$ cat src/rtl/mac_accum.sv
// MAC-and-accumulate stage: Q-format multiply feeding a per-address accumulator file.
// Optional MAC_SATURATE_EN saturates product and sum and drives a sticky ovf flag.
module mac_accum #(
  parameter int unsigned DATA_WIDTH = 16,
  parameter int unsigned FRAC_WIDTH = 8,
  parameter int unsigned ACT_NO     = 16,
  parameter int unsigned ADDR_WIDTH = 4
) (
  input  logic                  clk,
  input  logic                  rst,
  input  logic                  comp_en_mac,
  input  logic [DATA_WIDTH-1:0] in_act_value_mac,
  input  logic [DATA_WIDTH-1:0] w_value_mac,
  input  logic [ADDR_WIDTH-1:0] out_act_addr_mac,
  input  logic                  acc_clear,
  input  logic                  rd_en,
  input  logic [ADDR_WIDTH-1:0] rd_addr,
  output logic [DATA_WIDTH-1:0] rd_data,
  output logic                  rd_valid,
  output logic                  busy,
  output logic                  ovf
);

  localparam int unsigned PW = 2 * DATA_WIDTH;

  logic [PW-1:0]         act_ext;
  logic [PW-1:0]         w_ext;
  logic [PW-1:0]         prod_full;
  logic [DATA_WIDTH-1:0] prod_c;
  logic [DATA_WIDTH-1:0] prod_q;
  logic [ADDR_WIDTH-1:0] addr_q;
  logic                  mul_vld;
  logic                  acc_vld;
  logic [DATA_WIDTH-1:0] acc [ACT_NO];
  logic [DATA_WIDTH-1:0] acc_rd_c;
  logic [DATA_WIDTH-1:0] sum_c;

  // Full-width signed product; operands sign-extended so the low PW bits are exact.
  always_comb begin
    act_ext   = {{DATA_WIDTH{in_act_value_mac[DATA_WIDTH-1]}}, in_act_value_mac};
    w_ext     = {{DATA_WIDTH{w_value_mac[DATA_WIDTH-1]}}, w_value_mac};
    prod_full = act_ext * w_ext;
  end

  assign acc_rd_c = acc[addr_q];

`ifdef MAC_SATURATE_EN
  localparam logic [DATA_WIDTH-1:0] SAT_MAX = {1'b0, {(DATA_WIDTH-1){1'b1}}};
  localparam logic [DATA_WIDTH-1:0] SAT_MIN = {1'b1, {(DATA_WIDTH-1){1'b0}}};

  logic [PW-1:0]       prod_shift;
  logic                prod_sat_c;
  logic                prod_sat_q;
  logic [DATA_WIDTH:0] sum_ext;
  logic                sum_sat_c;

  // Product fits only if every bit above the result's sign bit matches it.
  always_comb begin
    prod_shift = PW'($signed(prod_full) >>> FRAC_WIDTH);
    prod_sat_c = !((&prod_shift[PW-1:DATA_WIDTH-1]) || !(|prod_shift[PW-1:DATA_WIDTH-1]));
    prod_c     = prod_shift[DATA_WIDTH-1:0];
    if (prod_sat_c) begin
      prod_c = prod_shift[PW-1] ? SAT_MIN : SAT_MAX;
    end
  end

  always_comb begin
    sum_ext   = {acc_rd_c[DATA_WIDTH-1], acc_rd_c} + {prod_q[DATA_WIDTH-1], prod_q};
    sum_sat_c = sum_ext[DATA_WIDTH] ^ sum_ext[DATA_WIDTH-1];
    sum_c     = sum_ext[DATA_WIDTH-1:0];
    if (sum_sat_c) begin
      sum_c = sum_ext[DATA_WIDTH] ? SAT_MIN : SAT_MAX;
    end
  end

  always_ff @(posedge clk or posedge rst) begin
    if (rst) begin
      prod_sat_q <= 1'b0;
    end else if (comp_en_mac && !acc_clear) begin
      prod_sat_q <= prod_sat_c;
    end
  end

  // Sticky until clear or reset; a saturation seen in a cleared ACC cycle is discarded too.
  always_ff @(posedge clk or posedge rst) begin
    if (rst) begin
      ovf <= 1'b0;
    end else if (acc_clear) begin
      ovf <= 1'b0;
    end else if (mul_vld && (prod_sat_q || sum_sat_c)) begin
      ovf <= 1'b1;
    end
  end
`else
  always_comb begin
    prod_c = DATA_WIDTH'($signed(prod_full) >>> FRAC_WIDTH);
    sum_c  = acc_rd_c + prod_q;
  end

  assign ovf = 1'b0;
`endif

  // MUL stage register and valid pipeline; busy is registered from next-state valids.
  always_ff @(posedge clk or posedge rst) begin
    if (rst) begin
      prod_q  <= '0;
      addr_q  <= '0;
      mul_vld <= 1'b0;
      acc_vld <= 1'b0;
      busy    <= 1'b0;
    end else begin
      mul_vld <= comp_en_mac && !acc_clear;
      acc_vld <= mul_vld && !acc_clear;
      busy    <= (comp_en_mac || mul_vld) && !acc_clear;
      if (comp_en_mac && !acc_clear) begin
        prod_q <= prod_c;
        addr_q <= out_act_addr_mac;
      end
    end
  end

  // Accumulator file: read-modify-write in one cycle, clear takes priority.
  always_ff @(posedge clk or posedge rst) begin
    if (rst) begin
      for (int unsigned i = 0; i < ACT_NO; i++) begin
        acc[i] <= '0;
      end
    end else if (acc_clear) begin
      for (int unsigned i = 0; i < ACT_NO; i++) begin
        acc[i] <= '0;
      end
    end else if (mul_vld) begin
      acc[addr_q] <= sum_c;
    end
  end

  // Read port sees the array before this edge's write or clear.
  always_ff @(posedge clk or posedge rst) begin
    if (rst) begin
      rd_data  <= '0;
      rd_valid <= 1'b0;
    end else begin
      rd_valid <= rd_en;
      if (rd_en) begin
        rd_data <= acc[rd_addr];
      end
    end
  end

endmodule
$ cat config.mk
export PLATFORM = sky130hd
export DESIGN_NAME = mac_accum
export DESIGN_NICKNAME = d
export VERILOG_FILES = /design/src/rtl/mac_accum.sv
export SDC_FILE = /design/constraint.sdc
export NUM_CORES = 1
export LEC_CHECK = 0
export ABC_AREA = 1
export CAP_MARGIN = 20
export CORE_ASPECT_RATIO = 1.5
export CORE_MARGIN = 2
export CORE_UTILIZATION = 30
export CTS_CLUSTER_DIAMETER = 40
export DETAILED_ROUTE_END_ITERATION = 10
export SYNTH_ARGS = -nofsm -noshare
export SYNTH_HDL_FRONTEND = slang
export SYNTH_SLANG_ARGS = --single-unit
$ cat constraint.sdc
create_clock -name clk -period 18.2 [get_ports clk]
set_input_delay 2.73 -clock clk [delete_from_list [all_inputs] [get_ports clk]]
set_output_delay 2.73 -clock clk [all_outputs]
set_load 0.1 [all_outputs]
Word level (Yosys, flattened, before mapping) --
Index checks and enable logic that the tools add are counted.
Storage, ports and cells: flip-flop bits (word level) 295, word-level logic and storage cells 46, output and inout bits 19
Operators by class: reduce and logical (&&, ||, !) cells 6, bitwise gates (word level) 2, multiplexer cells 11, $add $sub $neg 1, multiply operators 1, $lt $le $gt $ge 3
Operators with widths (count):
- $mux W256 | 2
- $bwmux W256 | 1
- $bmux W16 S4 | 2
- $mux W16 | 5
- $demux W16 S4 | 1
- $mul A16 B16 Y24 | 1
- $add A16 B16 Y16 | 1
- $ge A5 B5 Y1 const B | 2
- $not A4 Y5 | 2
- $lt A5 B1 Y1 const B | 1
- $logic_and A1 B1 Y1 | 3
- $reduce_bool A2 Y1 | 1
- $logic_not A1 Y1 | 1
- $logic_or A1 B1 Y1 | 1

Depth between registers and ports, before layout --
Gate-level depths: netlist of the first run.
depth in word-level cells 8, depth in mapped cells 29, gate-level depth less buffers 27

Least setup slack after synthesis of the first run --
OpenSTA, ideal clock, no wires.
path kind input to register, from input port w_value_mac[7], to register prod_q[14], stages 23, path buffers 2, arrival time 7.707 ns, library setup time 0.118 ns, slack 10.376 ns, path through clkbuf_1 > buf_1 > nand2_1 > fa_1 > inv_1 > fa_1 > inv_1 > fa_1 > inv_1 > fa_1 > fa_1 > inv_1 > fa_1 > inv_1 > ha_1 > nand2_1 > nor2_1 > and2_1 > nand3_1 > nand3_1 > or2_2 > nand3_1 > nand2_1
On the way: cells in the longest elaborated chain, start to end 1
Ends and longest elaborated chain:
- start: declaration | RTL line 13 | input logic [DATA_WIDTH-1:0] w_value_mac,
- $mul A16 B16 Y24 | RTL line 42 | prod_full = act_ext * w_ext;
- end signal: assignment | RTL line 116 | prod_q <= prod_c;
- end: declaration | RTL line 30 | logic [DATA_WIDTH-1:0] prod_q;
Every way passes these cells. A chain may end at the register's enable or synchronous reset.

Worst setup path after layout of the first run --
from input port w_value_mac[2], to register prod_q[14]
The elaborated chain is that of the path after synthesis.

==> results of run 1 <==
[worst register-to-register path: stages (launching register included)]
cell and delay, ps:
dfrtp_1 450, nor2_2 60, buf_4 240, inv_2 90
buf_4 560, o21ai_0 200, o21ai_0 690, nand4_1 430
ha_1 450, a21oi_1 190, nand2_1 100, nand2_1 90
nand2_1 60, a21oi_1 210, xor2_2 810, o21ai_0 190
[worst max-delay path by stage]
stage / from / endpoint / slack, ps / cells after the start
floorplan: rst / acc[0]$_DFFE_PP0P_ / 7320 / 1
global placement: w_value_mac[1] / prod_q[15]$_DFFE_PP0P_ / 9480 / 25
detailed placement: w_value_mac[1] / prod_q[14]$_DFFE_PP0P_ / 9420 / 19
CTS: w_value_mac[1] / prod_q[14]$_DFFE_PP0P_ / 9990 / 19
global route: w_value_mac[2] / prod_q[14]$_DFFE_PP0P_ / 9610 / 20
finish: w_value_mac[2] / prod_q[14]$_DFFE_PP0P_ / 9980 / 19
[Yosys cell counts (all sizes together) (2+ instances only)]
cell type  count  share of area [%]
a211oi         2              0.063
a21o           3              0.095
a21oi        120                2.5
a22oi         32                1.0
a31oi         20               0.53
buf           59                1.4
clkbuf       111                1.8
clkinv         2              0.032
dfrtp        295                 31
fa           187                 16
ha            85                4.5
inv          592                9.4
nand2        638                 10
nand3        153                3.3
nand3b         7               0.24
nand4         20               0.53
nor2         160                2.9
nor3           8               0.17
o211ai        34                1.1
o21a           2              0.063
o21ai        294                6.2
o21bai         5               0.16
o221ai        11               0.41
o22ai        204                5.4
or2           10               0.26
or4            2              0.063
xnor2          8               0.30
xor2          10               0.37
[state kept, by name, indices dropped and copies added (netlist names)]
signal    cells
busy          1
mul_vld       1
acc         256
prod_q       16
addr_q        4
rd_data      16
rd_valid      1
[kinds of logic (layout without fill, tap and decap cells)]
kind of cell	after synthesis	in the layout	synth area share, %
buffers and inverters	764	762	12.6
adder cells (fa/ha/maj)	272	272	20.3
flip-flops	295	295	31.1
XOR/XNOR	18	18	0.664
AO/OA/AOI/OAI	730	730	17.7
other	1	1	0.0158
AND/OR/NAND/NOR	1000	1000	17.7
[metrics by stage]
stage / utilization (%) / power, mW / instance area [µm²]
3_3_place_gp: 32.0 / 3.22 / 25100
2_1_floorplan: - / 2.55 / 23700
3_5_place_dp: 32.0 / 3.24 / 25100
4_1_cts: 33.7 / 4.04 / 26500
5_1_grt: 33.7 / 4.40 / 26500
6_report: 33.7 / 4.02 / 26500
[area by class of cell]
cell class | instances | area [µm²]
clock buffer | 50 | 1090
multi-input combinational | 2021 | 13400
tap | 1024 | 1280
fill | 8332 | 52100
inverter | 594 | 2240
timing repair buffer | 92 | 836
clock inverter | 26 | 258
sequential | 295 | 7380
[power groups by stage]
stage	registers [mW]	clock network, mW	logic [mW]
after global routing	0.724	0.833	2.84
after detailed placement	0.732	0	2.51
after CTS	0.721	0.804	2.52
after global placement	0.732	0	2.48
after floorplan	0.757	0	1.80
final	0.721	0.798	2.50
[per-layer routing]
layer | GRT usage (%) | vias up
met5 | 0 | -
met2 | 35.6 | 993
met3 | 2.85 | 298
met4 | 13.2 | 8
met1 | 24.4 | 10600
li1 | - | 9874
==> run summary, run 1 <==
Status - finished clean
Bufs and invs on worst path - 4
Crit path arrival time - 8650 ps
Postcts setup bufs - 0
DRT iter0 DRCs - 1995
Critical path class - in2reg
Die Ht - 348 µm
CP required - 18630 ps
Lkg Pwr - 12.7 nW
Most common cell after layout, fill and taps aside - nand2_1
Buffers on Ports - 62
Least-Margin Pin Slew - 1070 ps
Root buf cell - clkbuf_16
Part of the power in registers - 17.9%
Nets@finish - 3362
Clock buffer count from CTS - 41
Max_slew headroom - 28.5%
Antenna violations before repair - 4
Post-place setup slack - 9420 ps
Cell mode on critical path - fa_1
Synth Area per Inst - 7.70 µm²
Flop-to-flop setup slack - 13230 ps
Crit Path Max Fanout - 16
Final wirelength - 84000 µm
Fin Clk Skew - 39.1 ps
Worst r2r dst - acc[166]$_DFFE_PP0P_
Top FF cell, synth - dfrtp_1
Hold WC Path Type - reg2reg
Drt drc - 0
Largest net degree at the start of global routing - 108
Initial cell density of the core - 30.2%
Post-CTS Hold Fix Bufs - 0
Final hold vios - 0
Met2 routed WL - 40900 µm
Vias in the first global route - 22400
Max-slew violations - 0
Detail Route Antenna Nets - 0
FMAX - 122 MHz
Highest cell delay on the worst timing path - 920 ps
Yosys cell types - 48
Boundary pin count - 64
Die area - 81400 µm²
Clk pwr share - 19.8%
FP Rows - 126
Pre-antenna DRT Iters - 6
Core Box Area - 78500 µm²
P&R area growth vs syn - 11.5%
GRT Util Overall - 20.8%
Hold Path Stages - 2
Hold Path Sink - prod_q[7]$_DFFE_PP0P_
Vias - 21800
Post_cts resized - 0
Layout cells sized above 1 - 5.23%
Hold Crit Start - prod_q[7]$_DFFE_PP0P_
Internal power - 2.02 mW
M1 WL - 31000 µm
EDFF count, synth - 0
Tcrit/Tclk final - 45.2%
Worst IR Drop VDD - 168 µV
Synth warn - 0
Cell count after synthesis - 3080
Setup TNS - 0 ps
Max cap viols - 0
Top sig layer - met5
Critical Path Start Type - input port
Detail Placement HPWL - 58200 µm
Synthesized cell area - 23700 µm²
Combinational Power Share - 62.2%
Async SR Flop Fraction - 100%
Power per cell area - 152 nW/µm²
Slowest cell on crit path - clkdlybuf4s50_1
N_diodes - 0
Register bit total from synthesis - 295
Final Worst Setup Slack - 9980 ps
Syn Nets - 3397
Met3 WL - 5820 µm
Global-route wire length before repair - 131000 µm
Die width - 234 µm
Delay-heaviest family, CP - adder cells
RSZ-0062 raised after global routing - false
Placed Cells - 4026
Gp weighted congestion - 0.896
Leading cell types in the layout, fill and taps excluded - nand2_1, inv_1, dfrtp_1
Psw - 2.00 mW
Htree depth - 2
CP endpoint kind - register
Worst R2R Path Depth - 15
Cell Chain, Critical Path - clkdlybuf4s50_1, nand2_1, inv_1, fa_1, inv_1, fa_1, fa_1, fa_1, fa_1, fa_1, inv_1, ha_1, a21oi_1, o31ai_1, a21oi_1, nand3_1, or2_2, nand3_1, nand2_1
Count of final setup violators - 0
Clock buffer depth - 3
Minimum clock period - 8220 ps
Min Hold Slack - 495 ps
Switching Share - 49.8%
Grt ovf - 0
WL/cell - 20.5 µm
Reg2Reg Launch Point - addr_q[1]$_DFFE_PP0P_
TritonCTS Sinks - 295
Clock tree from TritonCTS - built
Seq/Total Area, Yosys - 31.1%
Via density - 5.31
Fin cells - 4102
CTS clk-pin slew, worst paths - 50 ps
Clk_lat worst skew - 570 ps
(Power assumes the default switching activity.)
==> run 2, diff against run 1 <==
Clock period 18.2 ns to 7.8 ns, I/O delays scaled along.
==> run summary, run 2 (synthesis gave the netlist of run 1 again) <==
Detail Placement HPWL - 59600 µm (+2.3%)
Top reg by flops - acc
Die Ht - 348 µm (unchanged)
Bufs and invs on worst path - 7 (+3)
Min Hold Slack - 490 ps (-4.69 ps)
Die area - 81400 µm² (unchanged)
Lkg Pwr - 12.7 nW (+0.31%)
Cell Chain, Critical Path - clkdlybuf4s50_1, nand2_1, fa_1, inv_1, fa_1, inv_1, fa_1, inv_1, fa_1, fa_1, inv_1, fa_1, inv_1, ha_1, nand2_1, o21ai_0, inv_1, nand2_1, a21oi_1, nand2_1, nand3_1, nand3_1, nand2_1
Crit path arrival time - 7040 ps (-1610 ps)
Worst IR Drop VDD - 387 µV (+130%)
GRT Util Overall - 20.6% (-0.19 points)
Via density - 5.27 (-0.58%)
Drt drc - 0 (unchanged)
Max_slew headroom - 23.7% (-4.8 points)
Minimum clock period - 6630 ps
Fin Clk Skew - 30.8 ps (-8.29 ps)
M2 GR Usage - 36.3% (+0.78 points)
FMAX - 151 MHz
Tcrit/Tclk final - 84.9%
Postcts setup bufs - 0 (unchanged)
Htree depth - 2 (unchanged)
Slowest cell on crit path - clkdlybuf4s50_1
Most common cell after layout, fill and taps aside - nand2_1
Global-route wire length before repair - 128000 µm (-1.8%)
N_diodes - 0 (unchanged)
Vias - 21700 (-0.41%)
P&R area growth vs syn - 11.6% (about the same)
FP Rows - 126 (unchanged)
CP required - 8220 ps (-10410 ps)
Initial cell density of the core - 30.2% (unchanged)
Least-Margin Pin Slew - 1140 ps (+74.9 ps)
Post-place setup slack - 633 ps (-8780 ps)
Pre-antenna DRT Iters - 6 (unchanged)
Nets@finish - 3375 (+0.39%)
Gp weighted congestion - 0.898 (+0.20%)
Post_cts resized - 0 (unchanged)
Met1 GRT Util - 23.6% (-0.81 points)
CP endpoint kind - register
Overall Power - 9.33 mW (+130%)
Layout cells sized above 1 - 5.35% (+0.12 points)
Clock buffer depth - 3 (unchanged)
Final wirelength - 84000 µm (about the same)
Root buf cell - clkbuf_16
Crit Path Max Fanout - 18 (+2)
Power per cell area - 352 nW/µm² (+130%)
Buffers on Ports - 62 (unchanged)
Die width - 234 µm (unchanged)
Detail Route Antenna Nets - 0 (unchanged)
Count of final setup violators - 0 (unchanged)
Gr busiest metal - met2
Status - finished clean
Post-CTS Hold Fix Bufs - 0 (unchanged)
Vias in the first global route - 22100 (-1.3%)
Leading cell types in the layout, fill and taps excluded - nand2_1, inv_1, dfrtp_1
Highest cell delay on the worst timing path - 1050 ps (+130 ps)
Clock tree from TritonCTS - built
Delay-heaviest family, CP - adder cells
Grt ovf - 0 (unchanged)
Final Worst Setup Slack - 1170 ps (-8800 ps)
Critical Path Start Type - input port
Clock buffer count from CTS - 36 (-12%)
Boundary pin count - 64 (unchanged)
Largest register FFs - 256 (unchanged)
GRT met3 Usage - 2.21% (-0.64 points)
Core Box Area - 78500 µm² (unchanged)
Final hold vios - 0 (unchanged)
WL/cell - 20.4 µm (-0.18%)
TritonCTS Sinks - 295 (unchanged)
DRT iter0 DRCs - 1885 (-5.5%)
Setup TNS - 0 ps (unchanged)
Layout Utilization - 33.7% (about the same)
Max-slew violations - 0 (unchanged)
Antenna violations before repair - 2 (-2)
RSZ-0062 raised after global routing - false
Clk_lat worst skew - 560 ps (about the same)
Largest net degree at the start of global routing - 161 (+49%)
Top Registers - acc: 256 flops, prod_q: 16 flops, rd_data: 16 flops
CTS clk-pin slew, worst paths - 50 ps (about the same)
Hold WC Path Type - reg2reg
Critical path class - in2reg
Max cap viols - 0 (unchanged)
## run 2: metrics by stage
stage / std cells / cell area [µm²]
after floorplan: 3080 / 23700
after global placement: 4044 / 25200
after detailed placement: 4044 / 25200
after CTS: 4109 / 26500
after global routing: 4109 / 26500
final: 4109 / 26500
## run 2: metal layers
layer	up-vias	wire, µm
li1	9893	-
met1	10600	31000
met2	903	41800
met3	263	5340
met4	4	5870
met5	-	25
## run 2: final timing paths
| check | start | slack [ps] | endpoint | cells after the start |
|---|---|---|---|---|
| max | w_value_mac[7] | 1170 | prod_q[15]$_DFFE_PP0P_ | 23 |
| min | prod_q[4]$_DFFE_PP0P_ | 490 | prod_q[4]$_DFFE_PP0P_ | 2 |
| max reg2reg | addr_q[0]$_DFFE_PP0P_ | 2540 | acc[252]$_DFFE_PP0P_ | 18 |
| min reg2reg | prod_q[4]$_DFFE_PP0P_ | 490 | prod_q[4]$_DFFE_PP0P_ | 2 |
| max in group asynchronous | rst | 5160 | rd_data[15]$_DFFE_PP0P_ | 3 |
| min in group asynchronous | rst | 1200 | acc[6]$_DFFE_PP0P_ | 2 |
## run 2: tightest hold or removal path, delay by kind of cell, from the launching register on
kind / cells / cell delay (ps)
simple gates: 1 / 50
compound gates: 1 / 60
flops: 1 / 350
## run 2: layout make-up
cell class / instances / area (µm²)
Fill cell: 8360 / 52000
Multi-Input combinational cell: 2021 / 13400
Clock buffer: 52 / 1040
Inverter: 594 / 2240
Timing Repair Buffer: 110 / 986
Tap cell: 1024 / 1280
Clock inverter: 13 / 186
Sequential cell: 295 / 7380
## run 2: power by group
part	internal, mW	total, mW	switching, mW
Sequential	1.62	1.68	0.0619
Clock	1.07	1.76	0.696
Combinational	2.04	5.89	3.84
Total	4.73	9.33	4.60
==> run 3, diff against run 2 <==
Clock period 7.8 ns to 6.4 ns, I/O delays scaled along.
==> run summary, run 3 (synthesis gave the netlist of run 1 again) <==
Max_slew headroom - 26.5% (+2.8 points)
Grt ovf - 0 (unchanged)
Clock buffer count from CTS - 36 (unchanged)
Fillers - 8325 (-0.42%)
Layout Utilization - 34.9% (+1.2 points)
Min Hold Slack - 498 ps (+8.01 ps)
GRT Util Overall - 20.6% (-0.029 points)
Gp weighted congestion - 0.885 (-1.4%)
Max cap viols - 0 (unchanged)
Hold WC Path Type - reg2reg
Postcts setup bufs - 0 (unchanged)
Least-Margin Pin Slew - 1100 ps (-41.6 ps)
Core Box Area - 78500 µm² (unchanged)
Die area - 81400 µm² (unchanged)
Global-route wire length before repair - 129000 µm (+0.77%)
Status - finished clean
Count of final setup violators - 0 (unchanged)
Largest net degree at the start of global routing - 172 (+6.8%)
DRT iter0 DRCs - 2048 (+8.6%)
Via density - 5.24 (-0.66%)
Tcrit/Tclk final - 95.1%
Vias in the first global route - 22600 (+2.6%)
Buffers on Ports - 62 (unchanged)
Vias - 22000 (+1.7%)
Post-CTS Hold Fix Bufs - 0 (unchanged)
Worst IR Drop VDD - 649 µV (+68%)
Drt drc - 0 (unchanged)
CP required - 6840 ps (-1380 ps)
Fin Clk Skew - 30.1 ps (-0.702 ps)
Final hold vios - 0 (unchanged)
Clock tree from TritonCTS - built
Lkg Pwr - 13.3 nW (+4.2%)
Initial cell density of the core - 30.2% (unchanged)
Antenna violations before repair - 5 (+3)
Nets@finish - 3472 (+2.9%)
Boundary pin count - 64 (unchanged)
WL/cell - 19.8 µm (-3.1%)
Htree depth - 2 (unchanged)
RSZ-0062 raised after global routing - false
Largest register FFs - 256 (unchanged)
FMAX - 164 MHz
Critical Path Start Type - input port
P&R area growth vs syn - 15.5%
Max-slew violations - 0 (unchanged)
Die Ht - 348 µm (unchanged)
TritonCTS Sinks - 295 (unchanged)
Crit path arrival time - 6520 ps (-520 ps)
FP Rows - 126 (unchanged)
Dpl cell area - 26200 µm² (+3.6%)
CP endpoint kind - register
Clk_lat worst skew - 550 ps (about the same)
Root buf cell - clkbuf_16
Power per cell area - 465 nW/µm² (+32%)
Most common cell after layout, fill and taps aside - nand2_1
Layout Cell Area excl Fill - 27400 µm² (+3.5%)
Crit Path Max Fanout - 7 (-11)
Detail Route Antenna Nets - 0 (unchanged)
Layout cells sized above 1 - 8.36% (+3.0 points)
Detail Placement HPWL - 59800 µm (+0.50%)
Die width - 234 µm (unchanged)
Minimum clock period - 6080 ps
Overall Power - 12.7 mW (+36%)
Post_cts resized - 0 (unchanged)
Leading cell types in the layout, fill and taps excluded - nand2_1, inv_1, dfrtp_1
Critical path class - in2reg
Top Registers - acc: 256 flops, prod_q: 16 flops, rd_data: 16 flops
Pre-antenna DRT Iters - 8 (+2)
Top reg by flops - acc
Clock buffer depth - 3 (unchanged)
N_diodes - 0 (unchanged)
Final wirelength - 83300 µm (-0.87%)
CTS clk-pin slew, worst paths - 60 ps (about the same)
-- run 3: cell types whose count changed in the layout (fill, tap and decap cells not counted), sizes merged --
| cell | previous run | this run |
|---|---|---|
| buf | 50 | 147 |
| clkbuf | 52 | 46 |
| clkinv | 6 | 10 |
| clkinvlp | 2 | 3 |
-- run 3: stage by stage --
stage	setup slack, ps	instances	setup TNS, ps
floorplan	346	3080	0
global placement	-137	4141	-341
detailed placement	-254	4141	-1000
CTS	306	4205	0
global route	57.6	4205	0
finish	316	4205	0
-- run 3: cell type report --
type / count / area [µm²] / area share, %
Clock inverter: 18 / 228 / 0.831
Multi-Input combinational cell: 2021 / 13400 / 48.8
Sequential cell: 295 / 7380 / 26.9
Timing Repair Buffer: 207 / 1890 / 6.90
Clock buffer: 46 / 1010 / 3.69
Inverter: 594 / 2240 / 8.17
Tap cell: 1024 / 1280 / 4.68
-- run 3: per-layer routing --
metal / wire [µm] / share of wire (%) / global-route usage, % / vias to the layer above
met2: 41000 / 49 / 35.9 / 992
met5: 67 / 0.080 / 0 / -
li1: - / - / - / 10100
met4: 5820 / 7.0 / 13.1 / 10
met1: 30400 / 37 / 23.5 / 10700
met3: 6020 / 7.2 / 2.88 / 293
-- run 3: final timing paths --
check	start	to	slack [ps]	depth (start not counted)
max in group asynchronous	rst	acc[190]$_DFFE_PP0P_	4020	3
min in group asynchronous	rst	acc[64]$_DFFE_PP0P_	920	2
min reg2reg	acc[237]$_DFFE_PP0P_	acc[237]$_DFFE_PP0P_	500	2
min	acc[237]$_DFFE_PP0P_	acc[237]$_DFFE_PP0P_	500	2
max reg2reg	addr_q[1]$_DFFE_PP0P_	acc[63]$_DFFE_PP0P_	1660	16
max	in_act_value_mac[6]	prod_q[13]$_DFFE_PP0P_	320	21
-- run 3: critical path, cell delays in order --
cell	delay [ps]
clkdlybuf4s50_1	680
buf_4	240
nand2_1	90
fa_1	490
inv_1	60
fa_1	490
fa_1	570
fa_1	430
fa_1	490
inv_1	50
fa_1	480
inv_1	40
ha_1	330
nand2_1	150
nor2_1	200
inv_1	70
nor3_1	260
nand3_1	170
nand3_1	110
nand2_1	50
a31oi_1	120
-- run 3: where the power goes --
| group | switching [mW] | internal, mW |
|---|---|---|
| clock network | 0.870 | 1.29 |
| logic | 4.87 | 3.65 |
| registers | 0.0813 | 1.97 |
| total | 5.82 | 6.91 |
